`src/rtl/esteira_render_param.sv`:
```
// ----------------------------------------------------------------------------
// esteira_render_param
//
// Conveyor-line pixel renderer placed between a VGA timing generator and the
// VGA pins. Draws a scrolling belt, N station nozzles, and one bottle that
// rides the belt. The bottle shows a liquid column from a fill-level counter
// and an optional cap. Animation state changes only on frame ticks, so a
// visible frame never shows half-old, half-new geometry.
//
// Ports
//   pixel_clk        pixel clock
//   reset_n          synchronous active-low reset
//   disp_ena         active-video flag
//   h_sync, v_sync   syncs from the timing generator, delayed 2 cycles to pins
//   column, row      current pixel coordinates (32-bit)
//   motor            1 = belt running
//   val_enchimento   1 = fill valve open
//   vedar            1-cycle pulse, cap applied
//   active_station   one-hot nozzle highlight
//   VGA_R/G/B        4-bit colour, registered
//   VGA_HS, VGA_VS   delayed syncs, registered
//   bottle_x         bottle left x
//   fill_level       liquid height in pixels
//   bottle_done      1-cycle pulse when the bottle wraps back to the start
//
// Pipeline: stage 1 registers hit flags, disp_ena and syncs; stage 2
// registers the priority-muxed colour and the syncs. Input -> pins = 2 cycles.
// ----------------------------------------------------------------------------
module esteira_render_param #(
    parameter int H_ACTIVE        = 640,
    parameter int V_ACTIVE        = 480,
    parameter int N_STATIONS      = 3,
    parameter int STATION_X0      = 94,
    parameter int STATION_PITCH   = 198,
    parameter int NOZZLE_W        = 52,
    parameter int BELT_Y0         = 320,
    parameter int BELT_Y1         = 408,
    parameter int STRIPE_LOG2     = 5,
    parameter int STRIPE_W        = 16,
    parameter int SCROLL_STEP     = 2,
    parameter int FRAMES_PER_STEP = 4,
    parameter int BOTTLE_Y0       = 246,
    parameter int BOTTLE_W        = 36,
    parameter int X_START         = 8,
    parameter int X_END           = 600,
    parameter int CAP_H           = 8
) (
    input  logic                  pixel_clk,
    input  logic                  reset_n,
    input  logic                  disp_ena,
    input  logic                  h_sync,
    input  logic                  v_sync,
    input  logic [31:0]           column,
    input  logic [31:0]           row,
    input  logic                  motor,
    input  logic                  val_enchimento,
    input  logic                  vedar,
    input  logic [N_STATIONS-1:0] active_station,
    output logic [3:0]            VGA_R,
    output logic [3:0]            VGA_G,
    output logic [3:0]            VGA_B,
    output logic                  VGA_HS,
    output logic                  VGA_VS,
    output logic [9:0]            bottle_x,
    output logic [6:0]            fill_level,
    output logic                  bottle_done
);

    // frame_cnt must be at least 1 bit wide even when FRAMES_PER_STEP == 1
    localparam int FC_W = (FRAMES_PER_STEP > 1) ? $clog2(FRAMES_PER_STEP) : 1;
    localparam logic [FC_W-1:0]        FC_LAST   = FC_W'(FRAMES_PER_STEP - 1);
    localparam logic [STRIPE_LOG2-1:0] OFF_STEP  = STRIPE_LOG2'(SCROLL_STEP);
    localparam logic [STRIPE_LOG2-1:0] STRIPE_WV = STRIPE_LOG2'(STRIPE_W);
    localparam logic [9:0]             X_STEP    = 10'(SCROLL_STEP);
    localparam logic [9:0]             X_STARTV  = 10'(X_START);
    localparam logic [9:0]             X_ENDV    = 10'(X_END);
    localparam logic [6:0]             FILL_MAX  = 7'(BELT_Y0 - BOTTLE_Y0 - 4);
    localparam logic [31:0]            V_ACTW    = 32'(V_ACTIVE);

    localparam logic [10:0] H_ACT    = 11'(H_ACTIVE);
    localparam logic [10:0] BELT_TOP = 11'(BELT_Y0);
    localparam logic [10:0] BELT_BOT = 11'(BELT_Y1);
    localparam logic [10:0] NOZ_TOP  = 11'd131;
    localparam logic [10:0] NOZ_BOT  = 11'd173;
    localparam logic [10:0] BODY_TOP = 11'(BOTTLE_Y0);
    localparam logic [10:0] BODY_BOT = 11'(BELT_Y0 - 1);
    localparam logic [10:0] LIQ_BASE = 11'(BELT_Y0 - 2);
    localparam logic [10:0] LIQ_BOT  = 11'(BELT_Y0 - 3);
    localparam logic [10:0] CAP_TOP  = 11'(BOTTLE_Y0 - CAP_H);
    localparam logic [10:0] CAP_BOT  = 11'(BOTTLE_Y0 - 1);

    // ------------------------------------------------------------------
    // Frame-locked animation state
    // ------------------------------------------------------------------
    logic                   row_below_q;   // previous cycle had row < V_ACTIVE
    logic [FC_W-1:0]        frame_cnt;
    logic [STRIPE_LOG2-1:0] offset;
    logic                   cap_on;
    logic                   frame_tick;
    logic                   step_tick;
    logic                   wrap;

    assign frame_tick = (row >= V_ACTW) && row_below_q;
    assign step_tick  = frame_tick && (frame_cnt == FC_LAST);
    assign wrap       = step_tick && motor && (bottle_x >= X_ENDV);

    always_ff @(posedge pixel_clk) begin
        if (!reset_n) begin
            row_below_q <= 1'b0;
            frame_cnt   <= '0;
            offset      <= '0;
            bottle_x    <= X_STARTV;
            fill_level  <= '0;
            cap_on      <= 1'b0;
            bottle_done <= 1'b0;
        end else begin
            row_below_q <= (row < V_ACTW);
            bottle_done <= 1'b0;

            if (frame_tick) begin
                frame_cnt <= (frame_cnt == FC_LAST) ? '0 : frame_cnt + 1'b1;
            end

            if (step_tick && motor) begin
                offset <= offset + OFF_STEP;
                if (!wrap) begin
                    bottle_x <= bottle_x + X_STEP;
                end
            end

            // A wrap starts a fresh bottle and beats any same-cycle fill or cap
            if (wrap) begin
                bottle_x    <= X_STARTV;
                fill_level  <= '0;
                cap_on      <= 1'b0;
                bottle_done <= 1'b1;
            end else begin
                if (frame_tick && val_enchimento && (fill_level < FILL_MAX)) begin
                    fill_level <= fill_level + 7'd1;
                end
                if (vedar) begin
                    cap_on <= 1'b1;
                end
            end
        end
    end

    // ------------------------------------------------------------------
    // Stage 1: geometry hit tests
    // ------------------------------------------------------------------
    logic                   on_screen;
    logic [10:0]            col;
    logic [10:0]            rw;
    logic [10:0]            bx;
    logic [10:0]            liq_top;
    logic [STRIPE_LOG2-1:0] stripe_pos;
    logic                   hit_belt;
    logic                   hit_light;
    logic                   hit_noz_act;
    logic                   hit_noz_idle;
    logic                   hit_body;
    logic                   hit_liquid;
    logic                   hit_cap;

    // Any set bit above the 11-bit coordinate range means off-screen
    assign on_screen  = (column[31:11] == 21'd0) && (row[31:11] == 21'd0);
    assign col        = column[10:0];
    assign rw         = row[10:0];
    assign bx         = {1'b0, bottle_x};
    assign liq_top    = LIQ_BASE - {4'b0000, fill_level};
    assign stripe_pos = col[STRIPE_LOG2-1:0] + offset;

    always_comb begin
        hit_belt     = 1'b0;
        hit_light    = 1'b0;
        hit_noz_act  = 1'b0;
        hit_noz_idle = 1'b0;
        hit_body     = 1'b0;
        hit_liquid   = 1'b0;
        hit_cap      = 1'b0;

        if (on_screen) begin
            if ((rw >= BELT_TOP) && (rw <= BELT_BOT) && (col < H_ACT)) begin
                hit_belt  = 1'b1;
                hit_light = (stripe_pos < STRIPE_WV);
            end

            if ((rw >= NOZ_TOP) && (rw <= NOZ_BOT)) begin
                for (int k = 0; k < N_STATIONS; k++) begin
                    if ((col >= 11'(STATION_X0 + k * STATION_PITCH)) &&
                        (col <= 11'(STATION_X0 + k * STATION_PITCH + NOZZLE_W - 1))) begin
                        if (active_station[k]) begin
                            hit_noz_act = 1'b1;
                        end else begin
                            hit_noz_idle = 1'b1;
                        end
                    end
                end
            end

            hit_body = (col >= bx) && (col <= bx + 11'(BOTTLE_W - 1)) &&
                       (rw >= BODY_TOP) && (rw <= BODY_BOT);

            hit_liquid = (fill_level != 7'd0) &&
                         (col >= bx + 11'd2) && (col <= bx + 11'(BOTTLE_W - 3)) &&
                         (rw >= liq_top) && (rw <= LIQ_BOT);

            hit_cap = cap_on &&
                      (col >= bx + 11'd4) && (col <= bx + 11'(BOTTLE_W - 5)) &&
                      (rw >= CAP_TOP) && (rw <= CAP_BOT);
        end
    end

    logic s1_ena, s1_hs, s1_vs;
    logic s1_liquid, s1_cap, s1_body, s1_noz_act, s1_noz_idle, s1_light, s1_dark;

    always_ff @(posedge pixel_clk) begin
        if (!reset_n) begin
            s1_ena      <= 1'b0;
            s1_hs       <= 1'b0;
            s1_vs       <= 1'b0;
            s1_liquid   <= 1'b0;
            s1_cap      <= 1'b0;
            s1_body     <= 1'b0;
            s1_noz_act  <= 1'b0;
            s1_noz_idle <= 1'b0;
            s1_light    <= 1'b0;
            s1_dark     <= 1'b0;
        end else begin
            s1_ena      <= disp_ena;
            s1_hs       <= h_sync;
            s1_vs       <= v_sync;
            s1_liquid   <= hit_liquid;
            s1_cap      <= hit_cap;
            s1_body     <= hit_body;
            s1_noz_act  <= hit_noz_act;
            s1_noz_idle <= hit_noz_idle;
            s1_light    <= hit_belt && hit_light;
            s1_dark     <= hit_belt && !hit_light;
        end
    end

    // ------------------------------------------------------------------
    // Stage 2: priority colour mux and sync alignment
    // ------------------------------------------------------------------
    always_ff @(posedge pixel_clk) begin
        if (!reset_n) begin
            VGA_R  <= 4'd0;
            VGA_G  <= 4'd0;
            VGA_B  <= 4'd0;
            VGA_HS <= 1'b0;
            VGA_VS <= 1'b0;
        end else begin
            VGA_HS <= s1_hs;
            VGA_VS <= s1_vs;
            if (!s1_ena) begin
                {VGA_R, VGA_G, VGA_B} <= 12'h000;
            end else if (s1_liquid) begin
                {VGA_R, VGA_G, VGA_B} <= {4'd15, 4'd0, 4'd0};
            end else if (s1_cap) begin
                {VGA_R, VGA_G, VGA_B} <= {4'd10, 4'd9, 4'd6};
            end else if (s1_body) begin
                {VGA_R, VGA_G, VGA_B} <= {4'd12, 4'd12, 4'd4};
            end else if (s1_noz_act) begin
                {VGA_R, VGA_G, VGA_B} <= {4'd4, 4'd12, 4'd4};
            end else if (s1_noz_idle) begin
                {VGA_R, VGA_G, VGA_B} <= {4'd12, 4'd12, 4'd12};
            end else if (s1_light) begin
                {VGA_R, VGA_G, VGA_B} <= {4'd12, 4'd12, 4'd12};
            end else if (s1_dark) begin
                {VGA_R, VGA_G, VGA_B} <= {4'd9, 4'd9, 4'd9};
            end else begin
                {VGA_R, VGA_G, VGA_B} <= 12'h000;
            end
        end
    end

endmodule

```
`config.mk`:
```
export PLATFORM = sky130hd
export DESIGN_NAME = esteira_render_param
export DESIGN_NICKNAME = d
export VERILOG_FILES = /design/src/rtl/esteira_render_param.sv
export SDC_FILE = /design/constraint.sdc
export NUM_CORES = 1
export LEC_CHECK = 0
export ABC_AREA = 1
export CORE_MARGIN = 2
export CORE_UTILIZATION = 48
export CTS_BUF_LIST = sky130_fd_sc_hd__clkbuf_2 sky130_fd_sc_hd__clkbuf_4 sky130_fd_sc_hd__clkbuf_8
export CTS_CLUSTER_DIAMETER = 150
export DETAILED_ROUTE_END_ITERATION = 10
export GPL_TIMING_DRIVEN = 0
export PLACE_DENSITY = 0.8
export RECOVER_POWER = 100
export SYNTH_ARGS = -nofsm -noshare
export SYNTH_HDL_FRONTEND = slang
export SYNTH_SLANG_ARGS = --single-unit
```
`constraint.sdc`:
```
create_clock -name pixel_clk -period 2 [get_ports pixel_clk]
set_input_delay 0.3 -clock pixel_clk [delete_from_list [all_inputs] [get_ports pixel_clk]]
set_output_delay 0.3 -clock pixel_clk [all_outputs]
set_load 0.02 [all_outputs]
```
# Word level (Yosys, flattened, before mapping)
# Cells that the tools add are included.
# totals
regBits,51
out_inout_bits,32
wordCells,135
in_bits,75
# classes
order_cmp,28
eq_ne,1
n_bitwise,2
muxes,30
n_reduce_logical,38
addsub,11
# ops
cell,count
"<= comparator 11 x 9 -> 1 bit, second input constant",4
zero test 21 bit,2
two-way mux 4 bit,10
greater-or-equal comparator 11 bit,3
"greater-or-equal comparator 11 x 8 -> 1 bit, second input constant",3
"greater-or-equal comparator 11 x 9 -> 1 bit, second input constant",3
<= comparator 11 bit,3
"<= comparator 11 x 8 -> 1 bit, second input constant",3
"greater-or-equal comparator 32 x 9 -> 1 bit, second input constant",1
"< comparator 32 x 9 -> 1 bit, second input constant",1
logical AND 1 bit,26
"adder 10 x 6 -> 11 bit, second input constant",2
two-way mux 1 bit,17
"adder 10 x 2 -> 11 bit, second input constant",1
"adder 10 x 3 -> 11 bit, second input constant",1
"adder 10 x 5 -> 11 bit, second input constant",1
greater-or-equal comparator 11 x 10 -> 1 bit,1
"greater-or-equal comparator 11 x 7 -> 1 bit, second input constant",1
"<= comparator 11 x 10 -> 1 bit, second input constant",1
"< comparator 11 x 10 -> 1 bit, second input constant",1
"adder 10 x 2 -> 10 bit, second input constant",1
"greater-or-equal comparator 10 bit, second input constant",1
"subtractor 9 x 7 -> 10 bit, first input constant",1
"adder 7 x 1 -> 7 bit, second input constant",1
18 further kinds,21

# Logic depth before layout (Yosys ltp)
# logic_depth
ltp_word,7
ltp_mapped,15
depth_no_buf,15

# Worst setup path after synthesis
# Ideal clock, no wire load.
# synth_timing
kind,reg2reg
startpoint,reg bottle_x[6]
endpoint,reg s1_cap
path_slack_ns,-0.266
setup_time_ns,0.064
period_less_slack_ns,2.266
required_ns,1.936
stages_incl_launch_ff,14
n_path_buf,0
arrival_ns,2.202
path_cell_list,dfxtp_1 > ha_1 > inv_1 > nor2_1 > nand2_1 > xor2_1 > inv_1 > ha_1 > nand2_1 > nor2_1 > o211ai_1 > nand4_1 > nand3b_1 > nor2_1
# synth_via
elab_chain_cells,6
elab_cells_between_ends,8
classes_between,2 x add/sub; 2 x order compare; 4 x reduce/logical
# synth_rtl
element,line_no,source
"start, declared",64,"output logic [9:0] bottle_x,"
"start signal, assigned",127,bottle_x <= bottle_x + X_STEP;
adder 10 x 3 -> 11 bit,209,(col >= bx + 11'd4) && (col <= bx + 11'(BOTTLE_W - 5)) &&
greater-or-equal comparator 11 bit,209,
logical AND 1 bit,208,hit_cap = cap_on &&
logical AND 1 bit * (2 in a row),209,
logical AND 1 bit *,210,(rw >= CAP_TOP) && (rw <= CAP_BOT);
"end signal, assigned",234,s1_cap <= hit_cap;
"end, declared",215,"logic s1_liquid, s1_cap, s1_body, s1_noz_act, s1_noz_idle, s1_light, s1_dark;"
# Mark *: on every way between the ends. The rest lies on a longest branch, timed or not.
# A chain may end at the register's enable or synchronous reset.

# Final worst setup path
# layout_timing
startpoint,reg bottle_x[2]
endpoint,reg s1_cap
# The elaborated chain is that of the path after synthesis.

==> flow_summary.toml <==
[outcome]
status = "finished with violations"
violations = "negative setup slack"

[sta]
setup_viol = 13
skew_ns = 0.00485
finalCritPeriodShare_pct = 117
whs_ns = 0.420
worst_pin_slew_ns = 0.583
slew_violations = 0
rsz0062_at_grt = "true"
fmax_mhz = 426
period_needed_ns = 2.35
hold_viol = 0
slew_headroom_pct = 61.0
finalWorstSetupSlack_ns = -0.350

[pwr]
power_density_nw_per_um2 = 344
leakage_nw = 2.97
p_total_mw = 2.27
ir_worst_vdd_v = 0.000345

[placement]
gp_congestion = 0.961
placedCellCount = 961
place_hpwl_mm = 11.5
port_buffers = 104

[clock_network]
cts_buffer_depth = 2
htreeDepth = 2
hold_buffers = 0
cts.sinks = 48
insertion_delay_ns = 0.30
cts_inserted_buffers = 5
cts_tree = "done"
clkTransAtPathRegs_ns = 0.09
root_buffer = "clkbuf_8"

[critical_path]
crit_required_ns = 2.23
slowest_stage = "dfxtp_4"
critPathLaunchType = "flip-flop"
worstPathMaxFanout = 6
cp-end-kind = "flip-flop"
startpoint = "bottle_x[2]"
cp_data_arrival_time_ns = 2.58
r2r_end = "s1_cap"
critPathMaxStageDelay_ns = 0.41
path_cells = "clkinvlp_4 > ha_2 > nand3_2 > mux2_2 > ha_1 > nand2_2 > nor2_4 > nand4_1 > nand2_2 > inv_2 > nor2_4"
rrSetupSlack_ns = -0.35
reg2reg_depth = 11
r2r_start = "bottle_x[2]"
crit_type = "reg2reg"

[floorplanning]
initial_core_util_pct = 49.4
rows = 36
die_x_um = 104
pin_count = 107
die_area_um2 = 10900
die_h_um = 104
core_area_um2 = 9770

[detailed_routing]
wl_met1_mm = 6.49
ant_nets = 0
routed_via_density = 5.34
drt_wl_total_mm = 14.6
vias = 5266
drt_first_pass_iters = 5
highest_layer = "met4"
wl_per_cell_um = 14.8
drcViolationCount = 0
wl_met3_mm = 1.11
route.met2.wl_mm = 6.68
drt_iter0_drc = 434

[final_layout]
fillerInstances = 854
drive_above_1_share_pct = 14.9
multi_input_area_um2 = 3660
nets = 1004
regArea_um2 = 992
diodes = 0
final_util_pct = 67.6
syn2layout_area_growth_pct = 36.8
final_cells = 987

[run]
drv_cap = 0

[synth]
avgSynthCellArea_um2 = 6.68
synthFlopType = "dfxtp_1"
async_flop_share_pct = 0
ys_seq_elements = 48
syn_inst = 723
synth_sequential_area_ratio_pct = 19.9
synth_edf_count = 0
ys_types = 40
synth_area_um2 = 4830
synth-warning-count = 0

[worst_hold_path]
holdPathStages = 2
min_path_type = "reg2reg"
worstHoldStart = "s1_vs"
hold_end = "VGA_VS"

[grt]
grt-ovfl-total = 0
antenna_found_initial = 0
grt_pass1_vias = 4839
grt_pass1_wl_mm = 23.6
grt_max_degree = 15
grt.total_usage_pct = 26.7
[worst max-delay path, delay by kind of cell (launching register included)]
family | cells | cell delay, ns
fa+ha+maj | 2 | 0.55
buf+inv | 2 | 0.26
flops | 1 | 0.41
mux | 1 | 0.35
simple gates | 6 | 0.70
[report_power, final]
part	switching, mW	internal (mW)
Clock	0.319	0.492
Combinational	0.263	0.245
Sequential	0.00239	0.951
[final cells by class]
class / count / area share (%)
inverter: 89 / 5.32
buffer: 14 / 1.76
multi-input combinational: 573 / 55.4
timing repair buffer: 123 / 18.0
clock inverter: 2 / 0.909
tap: 133 / 2.52
sequential: 48 / 15.0
clock buffer: 5 / 1.04
[routing by layer]
metal	vias to the layer above	track usage [%]
met5	-	0
met4	0	6.18
met3	32	4.32
met2	217	44.7
met1	2376	35.7
li1	2641	-
[kinds of logic after synthesis]
kind of cell / after synthesis / synth area share [%]
adder cells (fa/ha/maj): 75 / 19.4
multiplexers: 2 / 0.466
AO/OA/AOI/OAI: 90 / 11.1
other: 1 / 0.0777
XOR/XNOR: 29 / 5.26
flip-flops: 48 / 19.9
buffers and inverters: 103 / 9.10
AND/OR/NAND/NOR: 375 / 34.7
[state kept, by name (all words and copies together), names as in the netlist]
| signal | cells |
|---|---|
| VGA_B | 4 |
| VGA_G | 3 |
| VGA_HS | 1 |
| VGA_R | 4 |
| VGA_VS | 1 |
| bottle_done | 1 |
| bottle_x | 9 |
| cap_on | 1 |
| fill_level | 7 |
| frame_cnt | 2 |
| offset | 4 |
| row_below_q | 1 |
| s1_body | 1 |
| s1_cap | 1 |
| s1_dark | 1 |
| s1_ena | 1 |
| s1_hs | 1 |
| s1_light | 1 |
| s1_liquid | 1 |
| s1_noz_act | 1 |
| s1_noz_idle | 1 |
| s1_vs | 1 |
[layout by cell type (no fill, tap or decap), types with 7 or more instances in the layout]
master           instances
a21oi_1                 46
a21oi_2                 11
buf_4                   22
clkdlybuf4s50_1         72
dfxtp_1                 37
dfxtp_4                  7
dlygate4sd3_1           32
ha_1                    66
inv_1                   76
inv_2                    9
nand2_1                160
nand2_2                 10
nand3_1                 33
nand4_1                 28
nor2_1                  93
nor2_2                  11
nor3_1                  10
o21ai_0                 10
xor2_1                  23
[synthesized netlist by cell type (3+ instances only)]
| master | n | area [um^2] |
|---|---|---|
| nand2_1 | 168 | 631 |
| nor2_1 | 104 | 390 |
| inv_1 | 82 | 308 |
| ha_1 | 75 | 938 |
| a21oi_1 | 49 | 245 |
| dfxtp_1 | 48 | 961 |
| nand3_1 | 38 | 190 |
| nand4_1 | 28 | 175 |
| xor2_1 | 23 | 201 |
| o21ai_0 | 14 | 70.1 |
| nor3_1 | 10 | 50.1 |
| a21oi_2 | 8 | 70.1 |
| buf_4 | 7 | 52.6 |
| inv_2 | 7 | 26.3 |
| o21a_1 | 6 | 45.0 |
| xnor2_1 | 6 | 52.6 |
| a31oi_1 | 5 | 31.3 |
| nand3b_1 | 5 | 37.5 |
| nor2_2 | 5 | 31.3 |
| and2_1 | 3 | 18.8 |
| clkbuf_1 | 3 | 11.3 |
| nor3_2 | 3 | 30.0 |
| o211ai_1 | 3 | 22.5 |
[through the flow]
step           setup WS, ns  cell area [um^2]  TNS, ns
6_report             -0.350              6600    -1.52
2_1_floorplan       0.00215              4870        0
5_1_grt              -0.433              6600    -3.14
3_3_place_gp         -0.557              6080    -1.49
4_1_cts              -0.222              6560   -0.610
3_5_place_dp         -0.593              6080    -1.77
[worst max-delay path by stage]
stage	slack, ns	endpoint
floorplan	0.002	s1_cap
global placement	-0.56	s1_cap
detailed placement	-0.59	s1_cap
CTS	-0.22	s1_body
global route	-0.43	s1_cap
finish	-0.35	s1_cap
[repair_timing]
item                                    in CTS  in global routing
endpoints found under the setup margin       3                  3
setup buffers                               16                  3
resized for setup                           60                 12
pin swaps                                   17                 12
cloned                                       0                  0
Power figures use the tool's default switching activity.
